**config.mk**
```make
export PLATFORM = sky130hd
export DESIGN_NAME = sw_handshake
export DESIGN_NICKNAME = d
export VERILOG_FILES = /design/src/rtl/pico_io_pkg.sv /design/src/rtl/sw_handshake_sync2.sv /design/src/rtl/sw_handshake.sv
export SDC_FILE = /design/constraint.sdc
export NUM_CORES = 1
export LEC_CHECK = 0
export ABC_AREA = 1
export BUFFER_PORTS_ARGS = -buffer_cell sky130_fd_sc_hd__buf_4
export CAP_MARGIN = 20
export CORE_MARGIN = 5
export CORE_UTILIZATION = 35
export DETAILED_ROUTE_END_ITERATION = 8
export GPL_ROUTABILITY_DRIVEN = 0
export REMOVE_ABC_BUFFERS = 1
export SYNTH_ARGS = -nofsm -noshare
export SYNTH_HDL_FRONTEND = slang
export SYNTH_SLANG_ARGS = --single-unit
```
**constraint.sdc**
```tcl
create_clock -name Clock -period 1.9 [get_ports Clock]
set_input_delay 0.38 -clock Clock [delete_from_list [all_inputs] [get_ports Clock]]
set_output_delay 0.38 -clock Clock [all_outputs]
set_load 0.01 [all_outputs]
```
**src/rtl/pico_io_pkg.sv**
```systemverilog
// Shared types and constants for the picoMIPS board-input front end.
// Switch state encoding is exposed on the handshake block's debug port.
package pico_io_pkg;

    typedef enum logic [1:0] {
        RELEASED     = 2'd0,
        PRESS_WAIT   = 2'd1,
        PRESSED      = 2'd2,
        RELEASE_WAIT = 2'd3
    } sw_state_t;

    localparam int SW_HS_BIT = 8;
    localparam int SW_DATA_W = 8;

endpackage

```
**src/rtl/sw_handshake_sync2.sv**
```systemverilog
// Parameterised-width two-flop synchroniser for asynchronous board inputs.
// Both stages clear to zero on asynchronous active-low reset.
module sync2 #(
    parameter int WIDTH = 1
) (
    input  logic             clk_i,
    input  logic             rst_ni,
    input  logic [WIDTH-1:0] d_i,
    output logic [WIDTH-1:0] q_o
);

    logic [WIDTH-1:0] meta_q;
    logic [WIDTH-1:0] sync_q;

    always_ff @(posedge clk_i or negedge rst_ni) begin
        if (!rst_ni) begin
            meta_q <= '0;
            sync_q <= '0;
        end else begin
            meta_q <= d_i;
            sync_q <= meta_q;
        end
    end

    assign q_o = sync_q;

endmodule

```
**src/rtl/sw_handshake.sv**
```systemverilog
// Synchronises SW[8:0], debounces the SW[8] handshake switch and captures the
// SW[7:0] data byte on each accepted press, with single-cycle press/release strobes.
module sw_handshake
    import pico_io_pkg::*;
#(
    parameter int DEBOUNCE_CYCLES = 500000,
    parameter int CNT_W           = $clog2(DEBOUNCE_CYCLES)
) (
    input  logic                 Clock,
    input  logic                 nReset,
    input  logic [SW_DATA_W:0]   sw_raw,
    output logic [SW_DATA_W-1:0] data_out,
    output logic                 go,
    output logic                 go_pulse,
    output logic                 rel_pulse,
    output logic                 busy,
    output logic [1:0]           dbg_state
);

    // Handshake contract: go is the debounced SW[8] level; go_pulse / rel_pulse are
    // one-cycle strobes marking the edges where go rises / falls; no back-pressure.

    localparam logic [CNT_W-1:0] CNT_LAST = CNT_W'(DEBOUNCE_CYCLES - 1);

    logic [SW_DATA_W:0]   sync;
    logic                 hs;

    sw_state_t            state_q, state_d;
    logic [CNT_W-1:0]     cnt_q, cnt_d;
    logic [SW_DATA_W-1:0] data_q, data_d;
    logic                 go_q, go_d;
    logic                 go_pulse_q, go_pulse_d;
    logic                 rel_pulse_q, rel_pulse_d;
    logic                 busy_q, busy_d;

    sync2 #(.WIDTH(SW_DATA_W + 1)) u_sync (
        .clk_i  (Clock),
        .rst_ni (nReset),
        .d_i    (sw_raw),
        .q_o    (sync)
    );

    assign hs = sync[SW_HS_BIT];

    always_comb begin
        state_d     = state_q;
        cnt_d       = cnt_q;
        data_d      = data_q;
        go_pulse_d  = 1'b0;
        rel_pulse_d = 1'b0;
        unique case (state_q)
            RELEASED: begin
                if (hs) begin
                    state_d = PRESS_WAIT;
                    cnt_d   = '0;
                end
            end
            PRESS_WAIT: begin
                if (!hs) begin
                    state_d = RELEASED;
                    cnt_d   = '0;
                end else if (cnt_q == CNT_LAST) begin
                    state_d    = PRESSED;
                    cnt_d      = '0;
                    go_pulse_d = 1'b1;
                    data_d     = sync[SW_DATA_W-1:0];
                end else begin
                    cnt_d = cnt_q + 1'b1;
                end
            end
            PRESSED: begin
                if (!hs) begin
                    state_d = RELEASE_WAIT;
                    cnt_d   = '0;
                end
            end
            RELEASE_WAIT: begin
                if (hs) begin
                    state_d = PRESSED;
                    cnt_d   = '0;
                end else if (cnt_q == CNT_LAST) begin
                    state_d     = RELEASED;
                    cnt_d       = '0;
                    rel_pulse_d = 1'b1;
                end else begin
                    cnt_d = cnt_q + 1'b1;
                end
            end
            default: begin
                state_d = RELEASED;
                cnt_d   = '0;
            end
        endcase
        // Level outputs follow the next state so they change on the transition edge.
        go_d   = (state_d == PRESSED) || (state_d == RELEASE_WAIT);
        busy_d = (state_d == PRESS_WAIT) || (state_d == RELEASE_WAIT);
    end

    always_ff @(posedge Clock or negedge nReset) begin
        if (!nReset) begin
            state_q     <= RELEASED;
            cnt_q       <= '0;
            data_q      <= '0;
            go_q        <= 1'b0;
            go_pulse_q  <= 1'b0;
            rel_pulse_q <= 1'b0;
            busy_q      <= 1'b0;
        end else begin
            state_q     <= state_d;
            cnt_q       <= cnt_d;
            data_q      <= data_d;
            go_q        <= go_d;
            go_pulse_q  <= go_pulse_d;
            rel_pulse_q <= rel_pulse_d;
            busy_q      <= busy_d;
        end
    end

    assign data_out  = data_q;
    assign go        = go_q;
    assign go_pulse  = go_pulse_q;
    assign rel_pulse = rel_pulse_q;
    assign busy      = busy_q;
    assign dbg_state = state_q;

endmodule

```
# Yosys cells after proc, flatten, opt, wreduce, memory -nomap -nowiden
# Index checks and enable logic that the tools add are counted.
dict set report op_classes {
  mux 18
  n_reduce_logical 5
  n_eq_ne 9
  n_addsub 1
}
# op count
set op_table {}
lappend op_table {{2-to-1 mux 19 bit} 5}
lappend op_table {{case mux 19 bit (4 select lines)} 1}
lappend op_table {{adder 19 x 1 -> 19 bit, second input constant} 1}
lappend op_table {{== test 19 bit, second input constant} 1}
lappend op_table {{2-to-1 mux 2 bit} 6}
lappend op_table {{== test 2 bit, second input constant} 4}
lappend op_table {{case mux 2 bit (4 select lines)} 1}
lappend op_table {{2-to-1 mux 1 bit} 5}
lappend op_table {{== test 2 x 1 -> 1 bit, second input constant} 2}
lappend op_table {{AND reduction 3 bit} 1}
lappend op_table {{logical NOT 2 bit} 1}
lappend op_table {{logical OR 1 bit} 2}
lappend op_table {{inequality test 2 x 1 -> 1 bit, second input constant} 1}
lappend op_table {{inequality test 2 bit, second input constant} 1}
lappend op_table {{AND reduction 2 bit} 1}
dict set report totals {
  ff_bits 51
  word_cells 42
  in_bits 11
  output_inout_bits 14
}

# Logic depth before layout (Yosys ltp)
dict set report logic_depth {
  ltp_word 6
  ltp_mapped 10
  ltp_nobuf 9
}

# Cells and area by module
# From an unflattened synthesis, not the netlist that was laid out.
dict set report hier_totals {
  cells_unflattened 251
  hier_area_um2 2240.9
}
# mod instances cells_per_inst area_per_inst_um2
set modules_own_cells {}
lappend modules_own_cells {sw_handshake 1 233 1790.5}
lappend modules_own_cells {sync2 1 18 450.4}

# Least setup slack after synthesis
# No wires, ideal clock.
dict set report synth_timing {
  kind {register -> register}
  from {register cnt_q[0]}
  to {register data_q[4] (netlist: data_out[4])}
  setup_time_ns 0.117
  path_stages_with_launch 10
  setup_slack_ns 0.431
  period_less_slack_ns 1.469
  required_ns 1.783
  t_arrival_ns 1.353
  n_path_buf 1
  cell_sequence {dfrtp_1 ha_1 nand3_1 inv_2 nand3_2 nor2_4 nand3_4 buf_6 nand2_2 o21ai_2}
}
dict set report synth_via {
  elab_chain_len 2
}
# element line
set synth_lines {}
lappend synth_lines {{start, declared} sw_handshake.sv:29} ;# logic [CNT_W-1:0] cnt_q, cnt_d;
lappend synth_lines {{start signal, assigned} sw_handshake.sv:110} ;# cnt_q <= cnt_d;
lappend synth_lines {{== test 19 bit} sw_handshake.sv:62} ;# end else if (cnt_q == CNT_LAST) begin
lappend synth_lines {{AND reduction 3 bit (no source line)} n/a}
lappend synth_lines {{end signal, assigned} sw_handshake.sv:111} ;# data_q <= data_d;
lappend synth_lines {{end, declared} sw_handshake.sv:30} ;# logic [SW_DATA_W-1:0] data_q, data_d;
# Every way passes these cells.
# A chain may end at the register's enable or synchronous reset.

# Worst setup path after layout
dict set report layout_timing {
  from {register cnt_q[0]}
  to {register data_q[3] (netlist: data_out[3])}
}
# The elaborated chain is that of the path after synthesis.

==> flow_metrics.py <==
metrics = {
    "run_status": {
        "status": "finished, final reports clean",
    },
    "sta": {
        "fmax_mhz": 619,
        "whs_ns": 0.0709,
        "relSlewSlack_pct": 58.9,
        "report.final.slew_viol_count": 0,
        "fin_skew_ns": 0.00765,
        "rsz0062_at_grt": "false",
        "hold_viol": 0,
        "min_period_over_period_pct": 85.1,
        "finalCriticalPeriod_ns": 1.62,
        "setup_slack_ns": 0.283,
        "fin_tns_setup_ns": 0,
        "setup_violations": 0,
        "tightestPinTransition_ns": 0.617,
    },
    "place": {
        "pre_cts_slack_ns": 0.273,
        "place_hpwl_mm": 2.93,
        "placed_cell_area_um2": 2480,
        "placedCellCount": 344,
        "io_buffers": 24,
    },
    "finish": {
        "drive_gt1_share_pct": 24.0,
        "fin_area_um2": 2590,
        "fin_cells": 352,
        "area_delta_synth_final_pct": 16.6,
        "antenna_cells": 0,
        "post-route-util_pct": 41.3,
        "finalNetCount": 286,
    },
    "pwr": {
        "power_density_nw_per_um2": 753,
        "peakVddDrop_uv": 379,
        "leakage_nw": 1.23,
        "power.total_mw": 1.95,
    },
    "critical_path": {
        "cp-start-kind": "register",
        "r2r_end": "data_out[3]",
        "worstPathArrival_ns": 1.82,
        "cp-end-kind": "register",
        "required_ns": 2.10,
        "crit_fanout": 17,
        "r2r_start": "cnt_q[0]",
        "reg2regPathDepth": 8,
        "crit_type": "reg2reg",
        "r2r_slack_ns": 0.28,
    },
    "cts": {
        "cts_tree": "done",
        "clockRootBuffer": "clkbuf_8",
        "cts_made_buffers": 5,
        "h-tree-depth": 2,
        "holdBufCountCts": 0,
        "clk_pin_slew_worst_paths_ns": 0.10,
        "cts_resized": 0,
        "cts.path.max_buffers": 2,
        "clock-sinks": 50,
        "cts_setup_buffers": 0,
        "worstSkewPairLatency_ns": 0.31,
    },
    "grt": {
        "grt_pass1_vias": 1542,
        "grt_pass1_wl_mm": 7.22,
        "overflow": 0,
        "grt_antenna_before_repair": 0,
        "grt_max_degree": 51,
        "grtUsageTotal_pct": 10.8,
    },
    "synth": {
        "synth_ff_type": "dfrtp_1",
        "synth_edf_count": 0,
        "synth_common_cells": "nand2_1, dfrtp_1, inv_1, nor2_1, nand3_1",
        "synth_top_area_share_pct": 56.2,
        "postSynthCellCount": 246,
        "ys_seq_elements": 50,
        "ys_warn_count": 0,
        "synth_top_cells_by_area": "dfrtp_1, nand2_1, inv_1",
        "avgSynthCellArea_um2": 9.04,
        "ys_seq_area_share_pct": 56.2,
        "yosys.area.top_type": "dfrtp_1",
        "async_flop_share_pct": 100,
        "synth.distinct_cells": 29,
        "syn_area_um2": 2220,
        "synth_most_common_cell": "nand2_1",
    },
    "detailed_routing": {
        "vias_per_cell": 4.58,
        "vias": 1613,
        "drt-initial-drc-count": 47,
        "wl_mm": 4.10,
        "ant_nets": 0,
        "dr.pass1.iters": 4,
        "routedWlPerCell_um": 11.7,
        "drc": 0,
    },
    "floorplanning": {
        "rows": 29,
        "dieArea_um2": 8050,
        "io_pins": 25,
        "core_region_area_um2": 6280,
        "start_util_pct": 35.4,
        "die_y_um": 89.7,
        "die-width_um": 89.7,
    },
    "run": {
        "cap_violations": 0,
    },
    "worst_hold_path": {
        "hp-class": "in2async",
    },
}
==> power by group <==
group / internal (mW) / switching, mW / total, mW / leakage [nW]
Combinational: 0.0260 / 0.0537 / 0.0796 / 0.524
Clock: 0.401 / 0.374 / 0.775 / 0.0563
Sequential: 1.09 / 0.0116 / 1.10 / 0.653
Total: 1.51 / 0.440 / 1.95 / 1.23
==> critical path: stages, from the launching register on <==
cell and delay (ns):
dfrtp_1 0.41, ha_1 0.18, nand3_1 0.11, inv_2 0.12, nand3_2 0.10, nor2_4 0.16, nand3_4 0.22, nand2_1 0.15
o21ai_2 0.06
==> sequential cells by signal (all words and copies together), names as in the netlist <==
register       count
u_sync.q_o         9
go                 1
data_out           8
dbg_state          2
rel_pulse          1
cnt_q             19
go_pulse           1
u_sync.meta_q      9
==> cell usage in the layout, fill, tap and decap left out, types with 2 or more instances in the layout <==
| cell type | n |
|---|---|
| xor2_1 | 5 |
| clkbuf_8 | 5 |
| nor2_2 | 4 |
| dfrtp_1 | 50 |
| o21ai_0 | 3 |
| o21bai_1 | 2 |
| nor2_1 | 19 |
| a21oi_1 | 3 |
| o22ai_1 | 2 |
| o21ai_2 | 8 |
| o21ai_1 | 5 |
| nand4_1 | 2 |
| inv_1 | 28 |
| nand3_1 | 16 |
| nand2_1 | 65 |
| nand3_2 | 2 |
| nor3_1 | 3 |
| nor2_4 | 4 |
| nand2_2 | 5 |
| buf_4 | 24 |
| inv_2 | 10 |
==> cells by family after synthesis <==
group / after synthesis / share of synthesized area [%]
compound gates: 24 / 7.14
xor+xnor: 6 / 2.36
fa+ha+maj: 1 / 0.562
buf+inv: 42 / 7.65
flops: 50 / 56.2
mux: 1 / 0.450
simple gates: 122 / 25.6
==> layout make-up <==
class | count | area [um2]
Inverter | 39 | 146
Timing Repair Buffer | 24 | 180
Tap cell | 77 | 96.3
Sequential cell | 50 | 1250
Clock buffer | 5 | 68.8
Multi-Input combinational cell | 154 | 803
Clock inverter | 3 | 48.8
Fill cell | 622 | 3680
==> worst max-delay path by stage <==
stage / to / slack [ns] / start
after global placement: data_out[5] / 0.33 / cnt_q[0]
after CTS: data_out[3] / 0.27 / cnt_q[0]
after global routing: data_out[3] / 0.17 / cnt_q[0]
after floorplan: data_out[0] / 0.43 / cnt_q[0]
after detailed placement: data_out[6] / 0.27 / cnt_q[0]
final: data_out[3] / 0.28 / cnt_q[0]
==> metal layers <==
metal | vias up | routed length, um | part of all wire [%] | global-route usage [%]
met2 | 36 | 1840 | 45 | 16.5
li1 | 815 | - | - | -
met3 | 8 | 284 | 6.9 | 3.76
met4 | 0 | 63 | 1.5 | 3.78
met5 | - | 0 | 0 | 0
met1 | 754 | 1910 | 47 | 14.4
(Power assumes the default switching activity.)
